<file path="config.mk">
export PLATFORM = sky130hd
export DESIGN_NAME = config_multiplier_8b
export DESIGN_NICKNAME = d
export VERILOG_FILES = /design/src/rtl/config_multiplier_8b.sv
export SDC_FILE = /design/constraint.sdc
export NUM_CORES = 1
export LEC_CHECK = 0
export CAP_MARGIN = 0
export CORE_ASPECT_RATIO = 1.1
export CORE_MARGIN = 4
export CORE_UTILIZATION = 58
export DETAILED_ROUTE_END_ITERATION = 10
export GPL_TIMING_DRIVEN = 0
export HOLD_SLACK_MARGIN = 0.08
export PLACE_DENSITY = 0.82
export SLEW_MARGIN = 20
export SYNTH_ARGS = -nofsm -noshare
export SYNTH_HDL_FRONTEND = slang
export SYNTH_SLANG_ARGS = --single-unit
export TNS_END_PERCENT = 1
</file>
<file path="constraint.sdc">
create_clock -name clk -period 11.4 [get_ports clk]
set_input_delay 2.28 -clock clk [delete_from_list [all_inputs] [get_ports clk]]
set_output_delay 2.28 -clock clk [all_outputs]
set_load 0.1 [all_outputs]
</file>
<file path="src/rtl/config_multiplier_8b.sv">
// Precision-configurable signed multiplier: one 8x8 product or two packed 4x4 products.
// Combinational result plus a registered copy for the pipelined accumulator path.
module config_multiplier_8b (
    input  logic        clk,
    input  logic        rst,
    input  logic [7:0]  multiplier,
    input  logic [7:0]  multiplicand,
    input  logic        halvedPrecision,
    output logic [15:0] product,
    output logic [15:0] product_q
);

    // 4x4 sub-multiplier; each operand is independently treated as signed or unsigned
    // by choosing its fifth (extension) bit, so one 5x5 signed multiply covers all cases.
    function automatic logic signed [9:0] mul4(
        input logic [3:0] a,
        input logic [3:0] b,
        input logic       a_signed,
        input logic       b_signed
    );
        logic signed [9:0] ax;
        logic signed [9:0] bx;
        ax = {{6{a_signed & a[3]}}, a};
        bx = {{6{b_signed & b[3]}}, b};
        return ax * bx;
    endfunction

    logic [3:0] a_hi, a_lo, b_hi, b_lo;
    logic signed [9:0] hh, hl, lh, ll;
    logic [15:0] hh16, hl16, lh16, ll16;
    logic [15:0] cross16;
    logic [15:0] full_product;
    logic [15:0] dual_product;

    assign a_hi = multiplier[7:4];
    assign a_lo = multiplier[3:0];
    assign b_hi = multiplicand[7:4];
    assign b_lo = multiplicand[3:0];

    always_comb begin
        hh = mul4(a_hi, b_hi, 1'b1, 1'b1);
        ll = mul4(a_lo, b_lo, halvedPrecision, halvedPrecision);
        hl = '0;
        lh = '0;
        if (!halvedPrecision) begin
            hl = mul4(a_hi, b_lo, 1'b1, 1'b0);
            lh = mul4(a_lo, b_hi, 1'b0, 1'b1);
        end
    end

    assign hh16    = {{6{hh[9]}}, hh};
    assign hl16    = {{6{hl[9]}}, hl};
    assign lh16    = {{6{lh[9]}}, lh};
    assign ll16    = {{6{ll[9]}}, ll};
    assign cross16 = hl16 + lh16;

    assign full_product = (hh16 << 8) + (cross16 << 4) + ll16;

    // Lanes are packed side by side so nothing carries across bit 7/8.
    assign dual_product = {hh[7:0], ll[7:0]};

    assign product = halvedPrecision ? dual_product : full_product;

    always_ff @(posedge clk or posedge rst) begin
        if (rst)
            product_q <= 16'h0000;
        else
            product_q <= product;
    end

endmodule

</file>
-- Word-level counts from Yosys, hierarchy flattened
Cells that the tools add are included.
- input bits: 19
- output and inout port bits: 32
- bits in registers: 16
- logic and storage cells: 13
- mux-type cells: 3
- bitwise gates (word level): 2
- multipliers: 4
- $add $sub $neg: 3
- operator list (kind ; count):
    16-bit adder ; 2
    10-bit 2-to-1 mux ; 2
    16-bit 2-to-1 mux ; 1
    10-bit by 10-bit adder with 11-bit output ; 1
    5-bit by 5-bit multiplier with 10-bit output ; 1
    4-bit by 5-bit multiplier with 9-bit output ; 1
    5-bit by 4-bit multiplier with 9-bit output ; 1
    4-bit by 4-bit multiplier with 8-bit output ; 1
    1-bit bitwise AND ; 2

-- Logic depth before layout (Yosys ltp)
Gate-level depths: netlist (run 1).
- depth after elaboration: 6
- depth in mapped cells: 27
- gate-level depth less buffers: 27

-- Worst setup path before layout (run 1)
OpenSTA, ideal clock, no wires.
- kind: in2out
- start point: in multiplicand[3]
- end point: out product[11]
- arrival time: 9809 ps
- path slack: -689 ps
- required time: 9120 ps
- cell stages on the path: 20
- buffers on the path: 1
- path through: clkbuf_1 > nand2_1 > or2_2 > fa_1 > fa_1 > fa_1 > inv_1 > fa_1 > a21o_1 > a21oi_1 > o21bai_1 > a21oi_1 > xnor2_1 > fa_1 > ha_1 > and3_1 > a221o_1 > nor2_1 > xor2_1 > o21ai_0
- longest elaborated chain between the ends: 6
- ends and longest elaborated chain (what ; RTL line ; RTL):
    start: declaration ; 7 ; input logic [7:0] multiplicand,
    4-bit by 5-bit multiplier with 9-bit output ; 25 ; return ax * bx;
    10-bit 2-to-1 mux ; 45 ; if (!halvedPrecision) begin
    10-bit by 10-bit adder with 11-bit output ; 55 ; assign cross16 = hl16 + lh16;
    16-bit adder ; 57 ; assign full_product = (hh16 << 8) + (cross16 << 4) + ll16;
    16-bit adder * ; 57 ;
    16-bit 2-to-1 mux * ; 62 ; assign product = halvedPrecision ? dual_product : full_product;
    end: declaration ; 9 ; output logic [15:0] product,
Every way passes the cells marked *; elsewhere a longest branch is shown, timed or not.

-- Final worst setup path (run 1)
- start point: in multiplicand[0]
- end point: out product[15]
Same word-level chain as after synthesis.

==> results of run 1 <==
critical path, cell delays in order:
cell	delay (ns)
dlymetal6s2s_1	0.23
nand2b_1	0.22
fa_1	0.52
fa_1	0.58
fa_1	0.43
inv_1	0.07
ha_1	0.17
inv_1	0.06
fa_1	0.40
xor2_1	0.16
nor2_1	0.07
ha_1	0.38
and2_1	0.18
a31oi_1	0.26
a21boi_0	0.22
a21oi_1	0.21
fa_1	0.45
ha_1	0.37
and3_1	0.21
a221o_1	0.37
o22ai_2	0.13
xnor2_1	0.15
nor2_2	0.05
xnor2_1	0.22
buf_6	0.27
through the flow:
step                utilization [%]  hold slack (ns)  std cells
global placement               67.4             2.65        595
global route                   68.8             2.46        599
floorplan                         -             2.19        463
CTS                            68.2             2.42        599
detailed placement             67.4             2.68        595
finish                         68.8             2.40        599
worst paths after layout:
kind / end / slack [ns] / cells after the start
worst max-delay path: product[15] / 0.47 / 25
worst min-delay path: product_q[15] / 2.40 / 2
max in group asynchronous: product_q[7] / 8.62 / 2
min in group clk: product_q[4] / 2.45 / 2
repair_timing:
item | CTS | global route
gates resized for setup | 25 | 27
endpoints found under the setup margin | 6 | 7
gates cloned | 0 | 0
pin swaps | 0 | 0
layer usage:
metal,global-route usage (%),vias to the layer above
met5,0,-
met4,5.70,0
met3,1.79,14
met2,38.5,76
met1,27.4,1570
li1,-,1594
cell families after synthesis:
family                     count (synthesis)
adders and majority gates                130
buffers and inverters                     86
DFF                                       16
and+or+nand+nor                          115
AOI/OAI and AO/OA                         70
xor gates and xnor gates                  42
muxes                                      4
cell usage in the layout (no fill, tap or decap), types with 12 or more instances in the layout:
cell type        count
ha_1                85
inv_1               79
fa_1                45
nand2_1             31
clkdlybuf4s50_1     30
and2_1              29
xnor2_1             23
nor2_1              23
a21oi_1             21
xor2_1              18
dfrtp_1             16
o21ai_0             12
layout make-up:
type	instances	area, µm²
multi-input cells	361	3440
fillers	573	2190
repair buffers	47	492
flip-flops and latches	16	400
inverters	79	297
well taps	85	106
clock buffers	4	55.1
plain buffers	7	33.8
==> summary.md, run 1 <==
| Metric | Value |
|---|---|
| Distinct cells, synth | 42 |
| Syn avg cell area | approximately 9 µm² |
| Max Cap Viol | 0 |
| WL/cell | approximately 14 µm |
| Simple-gate portion of the synthesized area | 14.1% |
| Post-CTS setup buffer count | 0 |
| Die Y | between 90 and 100 µm |
| Die Span X | between 80 and 90 µm |
| Detailed Routing Iterations Pass 1 | 4 |
| Synth area leader | ha_1 |
| Arr. time, crit path | between 8 and 9 ns |
| Number of DRC markers in iteration 0 | roughly 140 |
| Unrepaired setup endpoints after global routing | false |
| Top cells by area, synth | ha_1 (26%), fa_1 (22%), dfrtp_1 (9.7%) |
| Main combinational cell family by area after synthesis | adder cells |
| TritonCTS Sinks | 16 |
| Cells after synthesis | around 460 |
| Final slew viol count | 0 |
| DP HPWL | 7440 µm |
| Placement Setup Slack | -0.873 ns |
| Final worst slack | 0.469 ns |
| Synth Area in Adders | a little under half |
| Synth top area share | 25.6% |
| DR WL met3 | between 300 and 400 µm |
| CORE AREA | between 7000 and 8000 µm² |
| Total wire length | around 8600 µm |
| Synth Area in Compound Gates | between 10% and 20% |
| Grt total ovfl | 0 |
| Main flop type after synthesis | dfrtp_1 |
| Final Cell Area | roughly 4800 µm² |
| Largest Register | product_q |
| Vias after detailed routing | 3254 |
| Initial Util | around three fifths |
| Top Metal Used | met4 |
| ANT nets after route | 0 |
| Buffers on Ports | between 40 and 50 |
| Slew margin rel. | between 30% and 40% |
| Mux contribution to synthesized area | 1.06% |
| Async set-reset flop share out of synthesis | 100% |
| Worst slew pin tran | a little under 1 ns |
| Start point of the critical path | multiplicand[0] |
| Number of diodes | 0 |
| Final Hold Fails | 0 |
| Met2 wire len | 4500 µm |
| M1 wire length | about 3600 µm |
| Final #Nets | 664 |
| Sequential share of the synthesized area | 9.65% |
| Num ports | 51 |
| Cts hold-fix bufs | 0 |
| Syn nets | around 600 |
| Row count | 32 |
| Achievable Freq | just over 0.09 GHz |
| Global-route wire length before repair | 15100 µm |
| Critical Path Fanout Max | 9 |
| Hold WC Path Type | in -> async |
| Antenna violations before repair | 0 |
| Xor/xnor share of the synthesized area | 8.87% |
| Clk root buf | clkbuf_8 |
| Crit Path Class | in -> out |
| Vias in the first global route | ~3400 |
| Status | finished, final reports clean |
| Synth Warn # | 0 |
| Post-synth top cells | ha_1 (85), inv_1 (79), fa_1 (45) |
| Data required, critical path | around 9.1 ns |
| Post-detailed-route via-to-cell ratio | 5.43 |
| Total track usage | between 20% and 30% |
| Top-count cell post-synth | ha_1 |
| Synth Register Bits | 16 |
| Setup crit start kind | input port |
| Sum Neg Setup Slack | 0 ns |
| Biggest regs | product_q: 16 flops |
| Crit path time final | around 11 ns |
| Number of synthesized flops with an enable pin | 0 |
| Clock slew at reported path FFs | around 0.060 ns |
| Final setup violation count | 0 |
| Layout cells sized above 1 | approximately 6.2% |
| CTS buffer count | 3 |
| Crit. End Element | primary output |
| Pin count of the biggest net entering global routing | 17 |
| Synth Cell Area | a little over 4000 µm² |
| Area after detailed placement | about 4700 µm² |
| Die area | around 8600 µm² |
| CTS tree | built |
| DRC violation count after routing | 0 |
| CTS Buffer Depth | 2 |
| Tcrit/Tclk final | about 96% |
| P&R area growth vs syn | 16.2% |
| RePlAce Congestion | 0.909 |
| Number of flip-flops in the largest register | 16 |
| CTS H-tree lvls | 1 |
Power of run 1 is not shown: default switching activity piles up to over one toggle a cycle in this logic, so the estimate is an artifact.
==> run 2: changes to the inputs <==
--- a/config.mk
+++ b/config.mk
@@ -8,11 +8,12 @@
 export CAP_MARGIN = 0
 export CORE_ASPECT_RATIO = 1.1
 export CORE_MARGIN = 4
-export CORE_UTILIZATION = 58
+export CORE_UTILIZATION = 36
 export DETAILED_ROUTE_END_ITERATION = 10
+export DONT_BUFFER_PORTS = 1
 export GPL_TIMING_DRIVEN = 0
 export HOLD_SLACK_MARGIN = 0.08
-export PLACE_DENSITY = 0.82
+export PLACE_DENSITY = 0.49
 export SLEW_MARGIN = 20
 export SYNTH_ARGS = -nofsm -noshare
 export SYNTH_HDL_FRONTEND = slang
==> summary.md, run 2 (same netlist as run 1, synthesis figures left out) <==
| Metric | Value |
|---|---|
| Number of DRC markers in iteration 0 | 88 (-36%) |
| Cts hold-fix bufs | 0 (unchanged) |
| Post-CTS resize count | 0 (-100%) |
| Clk root buf | clkbuf_16 |
| Final #Nets | 632 (-4.8%) |
| Sum Neg Setup Slack | 0 ns (unchanged) |
| Total wire length | 8840 µm (+2.8%) |
| Post-detailed-route via-to-cell ratio | 4.86 (-10%) |
| Cells after DPL | 625 (+5.0%) |
| TritonCTS Sinks | 16 (unchanged) |
| RePlAce Congestion | 0.791 (-13%) |
| Most frequent cells in the layout | ha_1 (85), inv_1 (79), fa_1 (45), nand2_1 (31), and2_1 (29) |
| Die Span X | 110 µm (+25%) |
| Final setup violation count | 0 (unchanged) |
| Num ports | 51 (unchanged) |
| Row count | 40 (+25%) |
| Total track usage | 13.8% (-7.8 points) |
| Hold slack final | 1.99 ns (-0.412 ns) |
| DRC violation count after routing | 0 (unchanged) |
| Fin cells | 629 (+5.0%) |
| Die area | 13300 µm² (+55%) |
| Final slew viol count | 0 (unchanged) |
| Detailed Routing Iterations Pass 1 | 4 (unchanged) |
| ANT nets after route | 0 (unchanged) |
| Achievable Freq | 0.0912 GHz (-0.35%) |
| Vias after detailed routing | 3060 (-6.0%) |
| Vias in the first global route | 2916 (-14%) |
| Top Metal Used | met4 |
| Crit path time final | 10.97 ns (+0.0385 ns) |
| Critical Path Fanout Max | 10 (+1) |
| Tcrit/Tclk final | 96.2% (+0.34 points) |
| Met2 wire len | 4210 µm (-6.6%) |
| Hold WC Path Type | in -> async |
| Crit. End Element | primary output |
| Data required, critical path | 9.12 ns (about the same) |
| CTS buffer count | 3 (unchanged) |
| DR WL met3 | 379 µm (+3.0%) |
| Commonest non-fill, non-tap cell in the layout | ha_1 |
| Layout cells sized above 1 | 8.09% (+1.9 points) |
| Buffers on Ports | 0 (-100%) |
| P&R area growth vs syn | 13.7% |
| M1 wire length | 4220 µm (+18%) |
| Max Cap Viol | 0 (unchanged) |
| Global-route wire length before repair | 14700 µm (-2.8%) |
| CTS H-tree lvls | 1 (unchanged) |
| Grt total ovfl | 0 (unchanged) |
| Slew margin rel. | 33.4% (-1.0 points) |
| WL/cell | 14.0 µm (-2.1%) |
| Number of flip-flops in the largest register | 16 (unchanged) |
| Crit Path Class | in -> out |
| Arr. time, crit path | 8.69 ns (+0.04 ns) |
| CTS Buffer Depth | 2 (unchanged) |
| Number of diodes | 0 (unchanged) |
| Status | finished, final reports clean |
| Worst slew pin tran | 0.999 ns (+0.0186 ns) |
| Pin count of the biggest net entering global routing | 17 (unchanged) |
| Initial Util | 37.3% (-22 points) |
| Post-CTS setup buffer count | 0 (unchanged) |
| CTS tree | built |
| Final Hold Fails | 0 (unchanged) |
| Antenna violations before repair | 0 (unchanged) |
| Setup crit start kind | input port |
| Die Y | 121 µm (+25%) |
| Unrepaired setup endpoints after global routing | false |
| Biggest regs | product_q: 16 flops |
| Clock slew at reported path FFs | 0.05 ns (about the same) |
| Largest Register | product_q |
| CORE AREA | 11100 µm² (+59%) |
| DP HPWL | 7740 µm (+4.0%) |
## run 2: worst max-delay path, stage by stage
cell       delay (ns)
clkbuf_1         0.38
nand2_1          0.27
or2_2            0.36
fa_1             0.50
fa_1             0.52
fa_1             0.54
inv_1            0.07
fa_1             0.45
a21o_1           0.19
a21oi_1          0.21
o21bai_1         0.09
a21oi_1          0.22
xnor2_2          0.28
fa_1             0.50
ha_1             0.37
a2111oi_0        0.40
o21ai_0          0.20
a31oi_1          0.25
xor2_1           0.26
mux2i_4          0.13
buf_16           0.19
## run 2: worst max path at each step
stage	startpoint	endpoint	cells past startpoint
3_5_place_dp	multiplicand[3]	product[14]	21
2_1_floorplan	multiplicand[3]	product[12]	20
6_report	multiplicand[3]	product[14]	21
3_3_place_gp	multiplicand[3]	product[12]	20
4_1_cts	multiplicand[3]	product[14]	21
5_1_grt	multiplicand[3]	product[15]	22
## run 2: final cells by class
type	count	area (µm²)
timing repair buffer	15	234
inverter	79	297
buffer	7	30.0
tap	147	184
fill	1129	6390
multi-input combinational	361	3480
sequential	16	400
clock buffer	4	88.8
## run 2: layer usage
metal	global-route usage, %	up-vias
li1	-	1533
met1	20.2	1477
met2	22.5	48
met3	1.60	2
met4	1.62	0
met5	0	-
## run 2: per-stage QoR
stage	utilization (%)	instance area, µm²	worst slack (ns)
6_report	42.5	4720	0.430
5_1_grt	42.5	4720	0.0842
4_1_cts	42.4	4710	0.181
3_5_place_dp	41.6	4620	0.203
3_3_place_gp	39.0	4330	-1.27
2_1_floorplan	-	4150	-0.520
Power of run 2 is left out for the same reason.
==> edit: new RTL, config.mk and constraints of run 1 <==
Put a register stage on the output `product`, without a reset. The value now appears one clock later. The other outputs are not delayed to match.
--- a/src/rtl/config_multiplier_8b.sv
+++ b/src/rtl/config_multiplier_8b.sv
@@ -9,6 +9,8 @@
     output logic [15:0] product,
     output logic [15:0] product_q
 );
+
+    logic [15:0] product_d;
 
     // 4x4 sub-multiplier; each operand is independently treated as signed or unsigned
     // by choosing its fifth (extension) bit, so one 5x5 signed multiply covers all cases.
@@ -59,13 +61,17 @@
     // Lanes are packed side by side so nothing carries across bit 7/8.
     assign dual_product = {hh[7:0], ll[7:0]};
 
-    assign product = halvedPrecision ? dual_product : full_product;
+    assign product_d = halvedPrecision ? dual_product : full_product;
 
     always_ff @(posedge clk or posedge rst) begin
         if (rst)
             product_q <= 16'h0000;
         else
-            product_q <= product;
+            product_q <= product_d;
+    end
+
+    always_ff @(posedge clk) begin
+        product <= product_d;
     end
 
 endmodule
Behaviour: not the same (a bounded check fails within 4 cycles, from zero or initial values and one cycle with rst high).
==> edit against run 1 <==
  * Core utilization up 0.42 points
  * Setup slack better by 2200 ps
  * Routed wire length up 2.0%
  * Design area up 7.3%
  * Sequential cell count up 16
  * Synthesized area up 7.9%
  * Global-route usage down 1.1 points
  * Critical path type is now input pin to register
==> edit: results (changes against run 1) <==
Finish
  • Largest registers: product x16, product_q x16
  • Share of cells above drive strength 1: 0.0428 (-0.0194)
  • Nets: 686 (+3.3%)

Synthesis
  • Synth Net Count: 632 (+3.3%)
  • Ys flop type: dfxtp_1
  • Netlist cell types: 41 (-2.4%)
  • FFs w/ async S/R, synth: 0.500 (-0.500)
  • Area contributors post-synth: ha_1 (24%), fa_1 (20%), dfrtp_1 (8.9%), dfxtp_1 (7.2%), inv_1 (6.5%)
  • Post-synthesis sequential area ratio: 0.161 (+0.0645)
  • Synth cell count leaders: ha_1 (85), inv_1 (77), fa_1 (45)

Setup path
  • WP data arrival: 8870 ps (+220 ps)
  • Worst path slowest cell: xnor2_1
  • Crit-path max cell delay: 830 ps (+250 ps)
  • Max FO, Critical Path: 10 (+1)

Outcome
  • Outcome: completed

Global route
  • Global-route wire length before repair: 15.4 mm (+2.0%)
  • Number of global-route vias before repair: 3541 (+4.4%)
  • Total Routing Usage GR: 0.205 (-0.0108)
  • Met1 usage in global routing: 0.247 (-0.0268)
  • Grt met3 use: 0.0142 (-0.00364)
  • Met2 usage: 0.376 (-0.00852)

Route
  • DRT met1 WL: 3.54 mm (-0.56%)
  • Highest metal layer with signal wires: met4
  • Drt first pass iters: 5 (+1)
  • WL met2: 4.52 mm (+0.31%)
  • Routed wire length: 8.77 mm (+2.0%)
  • Met3 Routed Length: 432 µm (+17%)
  • Iter 0 DRT Violations: 123 (-11%)
  • Vias: 3447 (+5.9%)

Clock tree
  • H-tree levels: 2 (+1)
  • Root Driver: clkbuf_8
  • CTS buffer count: 5 (+2)
  • CTS resizes: 0 (-100%)

STA
  • Worst-Margin Slew: 1040 ps (+58.6 ps)

Hold path
  • Hold crit path type: input pin to async pin

Placement
  • GP Congestion: 0.872 (-4.1%)
  • HPWL after detailed placement: 7.61 mm (+2.3%)
[edit: power groups by stage]
stage	combinational [mW]	sequential [mW]	clock [mW]
3_3_place_gp	1.08	0.180	0
6_report	1.13	0.180	0.0888
4_1_cts	1.13	0.180	0.0910
2_1_floorplan	0.533	0.536	0
3_5_place_dp	1.12	0.182	0
5_1_grt	1.23	0.186	0.0957
[edit: area by class of cell]
type	count	area, µm²
plain buffers	7	30.0
clock buffers	7	96.3
fillers	619	2300
inverters	77	289
multi-input cells	367	3440
flip-flops and latches	32	721
well taps	105	131
repair buffers	47	470
[edit: cells by family (layout without fill, tap and decap cells)]
family | Yosys count | after routing | synth area share
adders and majority gates | 130 | 130 | 0.439
and+or+nand+nor | 122 | 122 | 0.135
buffers and inverters | 84 | 138 | 0.0713
AOI/OAI and AO/OA | 68 | 68 | 0.0998
xor gates and xnor gates | 43 | 43 | 0.0841
DFF | 32 | 32 | 0.161
muxes | 4 | 4 | 0.00978
[edit: worst paths after layout]
check	from	endpoint	slack (ps)	depth (start not counted)
max	multiplier[3]	product_q[15]	2700	22
max in group asynchronous	rst	product_q[4]	8670	2
min	rst	product_q[15]	2350	2
min in group clk	halvedPrecision	product[6]	2400	2
[edit: through the flow]
| stage | setup WS (ps) | util | area, µm² | instances | hold slack [ps] |
|---|---|---|---|---|---|
| 3_5_place_dp | 2410 | 0.679 | 5080 | 635 | 2670 |
| 6_report | 2700 | 0.692 | 5170 | 642 | 2350 |
| 3_3_place_gp | 2590 | 0.679 | 5080 | 635 | 2660 |
| 4_1_cts | 2690 | 0.692 | 5170 | 642 | 2370 |
| 2_1_floorplan | 3390 | - | 4480 | 483 | 2190 |
| 5_1_grt | 2300 | 0.692 | 5170 | 642 | 2400 |
